## src/rtl/trigger_qual.sv

```systemverilog
// trigger_qual: qualifies a raw asynchronous trigger input and emits a single
// registered trigger pulse on the N-th filtered edge of the selected polarity.
//
// Ports:
//   clk       single clock, all state on the rising edge
//   rst_n     asynchronous active-low reset
//   trig_in   raw asynchronous trigger from the target pin
//   arm       one-cycle request to arm (ignored unless idle)
//   disarm    abort request, returns to idle; overrides arm
//   trig_out  one-cycle qualified trigger pulse
//   armed     high while waiting for qualifying edges
//   done      sticky one-shot completion flag
//   edge_cnt  qualifying edges counted since arming (saturating)
module trigger_qual #(
  parameter int unsigned FILTER_CYCLES  = 4,
  parameter int unsigned EDGE_COUNT     = 1,
  parameter int unsigned POLARITY       = 1,
  parameter int unsigned HOLDOFF_CYCLES = 12,
  parameter int unsigned REARM          = 0
) (
  input  logic        clk,
  input  logic        rst_n,
  input  logic        trig_in,
  input  logic        arm,
  input  logic        disarm,
  output logic        trig_out,
  output logic        armed,
  output logic        done,
  output logic [15:0] edge_cnt
);

  localparam int unsigned CNT_W  = 16;
  localparam int unsigned FILT_W = 8;
  localparam int unsigned HO_W   = 32;

  // Inactive input level; every input-side flop resets here so reset release
  // with an idle pin cannot manufacture an edge.
  localparam logic              IDLE_LVL  = (POLARITY == 0) ? 1'b1 : 1'b0;
  localparam logic [FILT_W-1:0] FILT_LAST = FILT_W'(FILTER_CYCLES - 1);
  localparam logic [CNT_W:0]    EDGE_TGT  = (EDGE_COUNT == 0) ? 17'd1 : 17'(EDGE_COUNT);
  localparam logic [HO_W-1:0]   HO_LOAD   = HO_W'(HOLDOFF_CYCLES);

  typedef enum logic [1:0] {
    ST_IDLE    = 2'd0,
    ST_ARMED   = 2'd1,
    ST_HOLDOFF = 2'd2
  } state_t;

  state_t state;
  state_t state_nxt;

  logic              sync1;
  logic              trig_s;
  logic              filt;
  logic              filt_d;
  logic [FILT_W-1:0] filt_cnt;

  logic [HO_W-1:0]   ho_cnt;
  logic [HO_W-1:0]   ho_nxt;
  logic [CNT_W-1:0]  cnt_nxt;
  logic              trig_nxt;
  logic              done_nxt;

  logic              qual_edge;
  logic [CNT_W:0]    cnt_sum;
  logic              fire_hit;
  logic [CNT_W-1:0]  cnt_sat;
  logic              ho_last;

  // Two-flop synchronizer plus persistence filter on the synchronized level.
  always_ff @(posedge clk or negedge rst_n) begin
    if (!rst_n) begin
      sync1    <= IDLE_LVL;
      trig_s   <= IDLE_LVL;
      filt     <= IDLE_LVL;
      filt_d   <= IDLE_LVL;
      filt_cnt <= '0;
    end else begin
      sync1  <= trig_in;
      trig_s <= sync1;
      filt_d <= filt;
      if (trig_s == filt) begin
        filt_cnt <= '0;
      end else if (filt_cnt == FILT_LAST) begin
        filt     <= trig_s;
        filt_cnt <= '0;
      end else begin
        filt_cnt <= filt_cnt + 8'd1;
      end
    end
  end

  // A qualifying edge is a filtered transition away from the idle level.
  assign qual_edge = (filt != filt_d) && (filt != IDLE_LVL);

  // Firing compares the unsaturated increment so the target is always reachable.
  assign cnt_sum  = {1'b0, edge_cnt} + 17'd1;
  assign fire_hit = (cnt_sum == EDGE_TGT);
  assign cnt_sat  = (edge_cnt == 16'hFFFF) ? edge_cnt : cnt_sum[CNT_W-1:0];
  assign ho_last  = (ho_cnt <= 32'd1);

  // State register.
  always_ff @(posedge clk or negedge rst_n) begin
    if (!rst_n) begin
      state <= ST_IDLE;
    end else begin
      state <= state_nxt;
    end
  end

  // Next-state logic; disarm wins over everything else.
  always_comb begin
    state_nxt = state;
    if (disarm) begin
      state_nxt = ST_IDLE;
    end else begin
      case (state)
        ST_IDLE:    if (arm) state_nxt = ST_ARMED;
        ST_ARMED:   if (qual_edge && fire_hit) state_nxt = ST_HOLDOFF;
        ST_HOLDOFF: if (ho_last) state_nxt = (REARM != 0) ? ST_ARMED : ST_IDLE;
        default:    state_nxt = ST_IDLE;
      endcase
    end
  end

  // Next values of the registered outputs and the holdoff counter.
  always_comb begin
    trig_nxt = 1'b0;
    done_nxt = done;
    cnt_nxt  = edge_cnt;
    ho_nxt   = ho_cnt;
    if (disarm) begin
      done_nxt = 1'b0;
    end else begin
      case (state)
        ST_IDLE: begin
          if (arm) begin
            cnt_nxt  = '0;
            done_nxt = 1'b0;
          end
        end
        ST_ARMED: begin
          if (qual_edge) begin
            cnt_nxt = cnt_sat;
            if (fire_hit) begin
              trig_nxt = 1'b1;
              ho_nxt   = HO_LOAD;
            end
          end
        end
        ST_HOLDOFF: begin
          if (ho_last) begin
            if (REARM != 0) begin
              cnt_nxt = '0;
            end else begin
              done_nxt = 1'b1;
            end
          end else begin
            ho_nxt = ho_cnt - 32'd1;
          end
        end
        default: ;
      endcase
    end
  end

  // Output registers.
  always_ff @(posedge clk or negedge rst_n) begin
    if (!rst_n) begin
      trig_out <= 1'b0;
      armed    <= 1'b0;
      done     <= 1'b0;
      edge_cnt <= '0;
      ho_cnt   <= '0;
    end else begin
      trig_out <= trig_nxt;
      armed    <= (state_nxt == ST_ARMED);
      done     <= done_nxt;
      edge_cnt <= cnt_nxt;
      ho_cnt   <= ho_nxt;
    end
  end

endmodule

```

## config.mk

```make
export PLATFORM = sky130hd
export DESIGN_NAME = trigger_qual
export DESIGN_NICKNAME = d
export VERILOG_FILES = /design/src/rtl/trigger_qual.sv
export SDC_FILE = /design/constraint.sdc
export NUM_CORES = 1
export LEC_CHECK = 0
export ABC_CLOCK_PERIOD_IN_PS = 5700
export CAP_MARGIN = 25
export CORE_AREA = 2 2 130 100
export CTS_CLUSTER_SIZE = 24
export DETAILED_ROUTE_END_ITERATION = 10
export DIE_AREA = 0 0 132 102
export HOLD_SLACK_MARGIN = 0.08
export PLACE_DENSITY_LB_ADDON = 0.3
export SYNTH_ARGS = -nofsm -noshare
export SYNTH_HDL_FRONTEND = slang
export SYNTH_SLANG_ARGS = --single-unit
export TNS_END_PERCENT = 10
```

## constraint.sdc

```tcl
create_clock -name clk -period 5.7 [get_ports clk]
set_input_delay 1.14 -clock clk [delete_from_list [all_inputs] [get_ports clk]]
set_output_delay 1.14 -clock clk [all_outputs]
set_load 0.02 [all_outputs]
```

; ---- After elaboration in Yosys (flattened, before gate mapping)
; Index checks and enable logic that the tools add are counted.
[classes]
n_addsub = 3
multipliers = 0
n_div = 0
magnitude_cmp = 1
n_eq_ne = 15
shifts = 0
n_mux = 23
bitwise = 2
reduce_logical = 10
[op_table]
columns = op, count
row1 = 32-bit 2-to-1 mux, 3
row2 = 32-bit one-hot mux with 2 select lines, 1
row3 = 16-bit 2-to-1 mux, 3
row4 = "32-bit by 1-bit <= comparator with 1-bit output, second input constant", 1
row5 = 16-bit one-hot mux with 2 select lines, 1
row6 = "32-bit by 1-bit subtractor with 32-bit output, second input constant", 1
row7 = "16-bit by 1-bit adder with 17-bit output, second input constant", 1
row8 = "17-bit by 1-bit == test with 1-bit output, second input constant", 1
row9 = "16-bit == test, second input constant", 1
row10 = 8-bit 2-to-1 mux, 2
row11 = "2-bit != test, second input constant", 5
row12 = 5-bit AND reduction, 2
row13 = "8-bit by 1-bit adder with 8-bit output, second input constant", 1
row14 = "8-bit by 2-bit == test with 1-bit output, second input constant", 1
row15 = 2-bit 2-to-1 mux, 4
row16 = 1-bit 2-to-1 mux, 7
row17 = "3-bit != test, second input constant", 2
row18 = 2-bit one-hot mux with 3 select lines, 1
row19 = "2-bit by 1-bit == test with 1-bit output, second input constant", 2
row20 = 2-bit nonzero test, 2
row21 = 3-bit AND reduction, 1
row22 = 3-bit nonzero test, 1
row23 = "2-bit == test, second input constant", 1
row24 = 1-bit logical AND, 2
row25 = 6 further kinds, 7
[word_totals]
ff_bits = 65
latch_bits = 0
mem_bits_rw = 0
mem_bits_ro = 0
inputBits = 5
out_inout_bits = 19
mem_count = 0

; ---- Longest topological paths before layout
[logic_depth]
ltp_word = 7
mapped_depth = 11
depth_no_buf = 9

; ---- Worst setup path after synthesis
; Ideal clock, no wire load.
[synth_path]
path_type = register to register
from = register edge_cnt[0]
to = register ho_cnt[10]
setup_ps = 128
arrival_time_ps = 2724
slack_ps = 2849
stages_incl_launch_ff = 10
n_path_buf = 1
period_less_slack_ps = 2851
path_cell_list = dfrtp_1 ha_1 and3_1 or4_1 o311ai_0 o2111ai_2 o32a_4 buf_6 nor3_1 mux2_1
[synth_between]
elab_chain_len = 4
[synth_lines]
columns = item, line_no
row1 = "start, declared", 29  ; output logic [15:0] edge_cnt
row2 = "start signal, assigned", 179  ; edge_cnt <= cnt_nxt;
row3 = 16-bit by 1-bit adder with 17-bit output, 97  ; assign cnt_sum = {1'b0, edge_cnt} + 17'd1;
row4 = 17-bit by 1-bit == test with 1-bit output, 98  ; assign fire_hit = (cnt_sum == EDGE_TGT);
row5 = 2-bit != test (no source line), n/a
row6 = 5-bit AND reduction (no source line), n/a
row7 = "end signal, assigned", 180  ; ho_cnt <= ho_nxt;
row8 = "end, declared", 58  ; logic [HO_W-1:0] ho_cnt;
; No other way between the ends.
; A chain may end at the register's enable or synchronous reset.

; ---- Final worst setup path
[layout_path]
from = register edge_cnt[0]
to = register ho_cnt[22]
; The elaborated chain is that of the path after synthesis.

==> results.json <==
{
  "peakVddDrop_uv": 171.4,
  "path_max_fanout": 18,
  "drive_gt1_share_pct": 9.046,
  "final_common_cell": "dfrtp_1",
  "async_flop_share_pct": 100.0,
  "drv_slew": 0,
  "areaGrowthSynthToFinish_pct": 19.03,
  "antenna_found_initial": 0,
  "htreeDepth": 3,
  "grt.met2_usage_pct": 18.55,
  "ys_warn_count": 0,
  "yosysTopAreaCell": "dfrtp_1",
  "final_cell_mix": "dfrtp_1, nor2_1, o21ai_0",
  "drt_iter0_markers": 181,
  "clock_latency_ns": 0.33,
  "crit_arrival_ns": 3.41,
  "cts.sinks": 65,
  "start_util_pct": 29.59,
  "syn-cell-area_mm2": 0.003590,
  "track_usage_pct": 12.85,
  "whs_ns": 0.3445,
  "syn_avg_cell_area_um2": 9.324,
  "netlist_instances": 385,
  "io_pins": 24,
  "grt-ovfl-total": 0,
  "leakage_nw": 1.792,
  "cp-end-kind": "flop",
  "fp.dieW_um": 132,
  "die_h_um": 102,
  "ys_seq_elements": 65,
  "start_kind": "flop",
  "ctsRootBufferMaster": "clkbuf_16",
  "slew_headroom_pct": 44.82,
  "outcome": "finished clean",
  "vias": 2912,
  "min_period_ns": 3.200,
  "tightest_slew_ns": 0.8278,
  "path_class": "flop to flop",
  "vias_per_cell": 5.064,
  "grt_pass1_vias": 2764,
  "cts_tree": "built",
  "powerDensity_mw_per_mm2": 370.7,
  "cp.required_ns": 5.91,
  "num_antenna_cells": 0,
  "finalPower_mw": 1.584,
  "cts_resized": 0,
  "fmax_mhz": 312.5,
  "fin_crit_sh_pct": 56.15,
  "synth_edf_count": 0,
  "coreArea_mm2": 0.01213,
  "grt_max_degree": 66,
  "die_area_mm2": 0.01346,
  "setup_viol": 0,
  "holdBufCountCts": 0,
  "io_buffer_count": 23,
  "grt_use_met3_pct": 3.621,
  "drc_errors": 0,
  "synth_flop_cell": "dfrtp_1",
  "synth_top_area_share_pct": 45.31,
  "post_cts_buffers": 0,
  "numCtsBuffers": 9,
  "skew_ns": 0.005714,
  "grt_first_pass_wirelength_um": 13790,
  "nNetsFinal": 414,
  "wl_per_cell_um": 13.80,
  "yosysUniqueCellTypes": 55,
  "drv_cap": 0,
  "use_met1_pct": 18.60,
  "hp-class": "flop to flop",
  "path_clk_slew_ns": 0.05,
  "cts.path.max_buffers": 2,
  "place_congestion": 0.7665,
  "rsz0062_at_grt": "false",
  "core.rowCount": 35,
  "ys_seq_area_share_pct": 45.31,
  "totalWireLength_um": 7933,
  "yosys-top-cells-area": "dfrtp_1, nor2_1, xor2_1",
  "dpl.hpwl_um": 5332,
  "firstDrtPassIters": 4,
  "fin_setup_tns_ns": 0,
  "antenna_left": 0,
  "top_usage_layer": "met1",
  "hold_violations": 0,
  "syn_nets": 395
}
[synth_stat cells (3+ instances only)]
cell      count
and2_1        3
ha_1          5
nor4_1        7
inv_1         7
nand3_1      19
mux2_2        5
nor3_1       12
nor2b_1       7
clkbuf_1     10
nand4_1       5
nor2_1       54
and4_1        3
o21ai_0      26
xor2_1       18
and3_1        4
dfrtp_1      65
xnor2_1       4
a21oi_1      20
buf_2         8
nand2_1      24
or4_1         9
or3_1         9
o41ai_1       4
o31ai_1      10
nand2b_1      7
[final timing paths]
kind | endpoint | startpoint | depth (start not counted) | slack (ns)
max in group asynchronous | ho_cnt[27]$_DFFE_PN0P_ | rst_n | 2 | 4.17
min in group asynchronous | edge_cnt[1]$_DFFE_PN0P_ | rst_n | 2 | 1.00
setup reg to reg | ho_cnt[22]$_DFFE_PN0P_ | edge_cnt[0]$_DFFE_PN0P_ | 8 | 2.50
setup / recovery | ho_cnt[22]$_DFFE_PN0P_ | edge_cnt[0]$_DFFE_PN0P_ | 8 | 2.50
hold reg to reg | trig_s$_DFF_PN0_ | sync1$_DFF_PN0_ | 0 | 0.34
hold / removal | trig_s$_DFF_PN0_ | sync1$_DFF_PN0_ | 0 | 0.34
[power by group]
| group | internal, mW | total, mW | switching (mW) |
|---|---|---|---|
| Sequential | 0.528 | 0.610 | 0.0817 |
| Combinational | 0.154 | 0.407 | 0.252 |
| Clock | 0.374 | 0.568 | 0.194 |
| Total | 1.06 | 1.58 | 0.528 |
[stage by stage]
step	cell area [um^2]	utilization (%)	worst slack, ns	instances
finish	4273	35.22	2.500	575
global route	4273	35.22	2.326	575
CTS	4273	35.22	2.496	575
detailed placement	3964	32.68	2.199	559
global placement	3964	32.68	2.246	559
floorplan	3590	-	2.849	385
[state kept, by name (all words and copies together) (netlist names)]
signal / cells
filt_cnt: 8
ho_cnt: 32
edge_cnt: 16
armed: 1
filt: 1
filt_d: 1
trig_out: 1
trig_s: 1
done: 1
state: 2
sync1: 1
[area by class of cell]
| type | instances | area [um^2] |
|---|---|---|
| Multi-Input combinational cell | 294 | 1848 |
| Timing Repair Buffer | 27 | 255.2 |
| Sequential cell | 65 | 1627 |
| Clock buffer | 14 | 274.0 |
| Tap cell | 166 | 207.7 |
| Inverter | 7 | 26.28 |
| Fill cell | 1242 | 7858 |
| Clock inverter | 2 | 35.03 |
[critical path: stages, from the launching register on]
cell	delay, ns
dfrtp_1	0.50
ha_1	0.34
and3_1	0.24
or4_1	0.40
o311ai_0	0.12
o2111ai_2	0.28
o32a_4	0.54
nor4b_2	0.30
mux2_2	0.36
[metal layers]
metal,up-vias,wire (um)
met5,-,0
met4,0,81
met3,8,359
met2,59,3336
met1,1411,4156
li1,1434,-
[cell families after synthesis]
family          synth area share [%]
mux                            2.475
buf+inv                        3.207
simple gates                   28.76
xor+xnor                       5.368
fa+ha+maj                      1.743
flops                          45.31
compound gates                 13.14
Note: power is estimated with default switching activity, not from simulation.
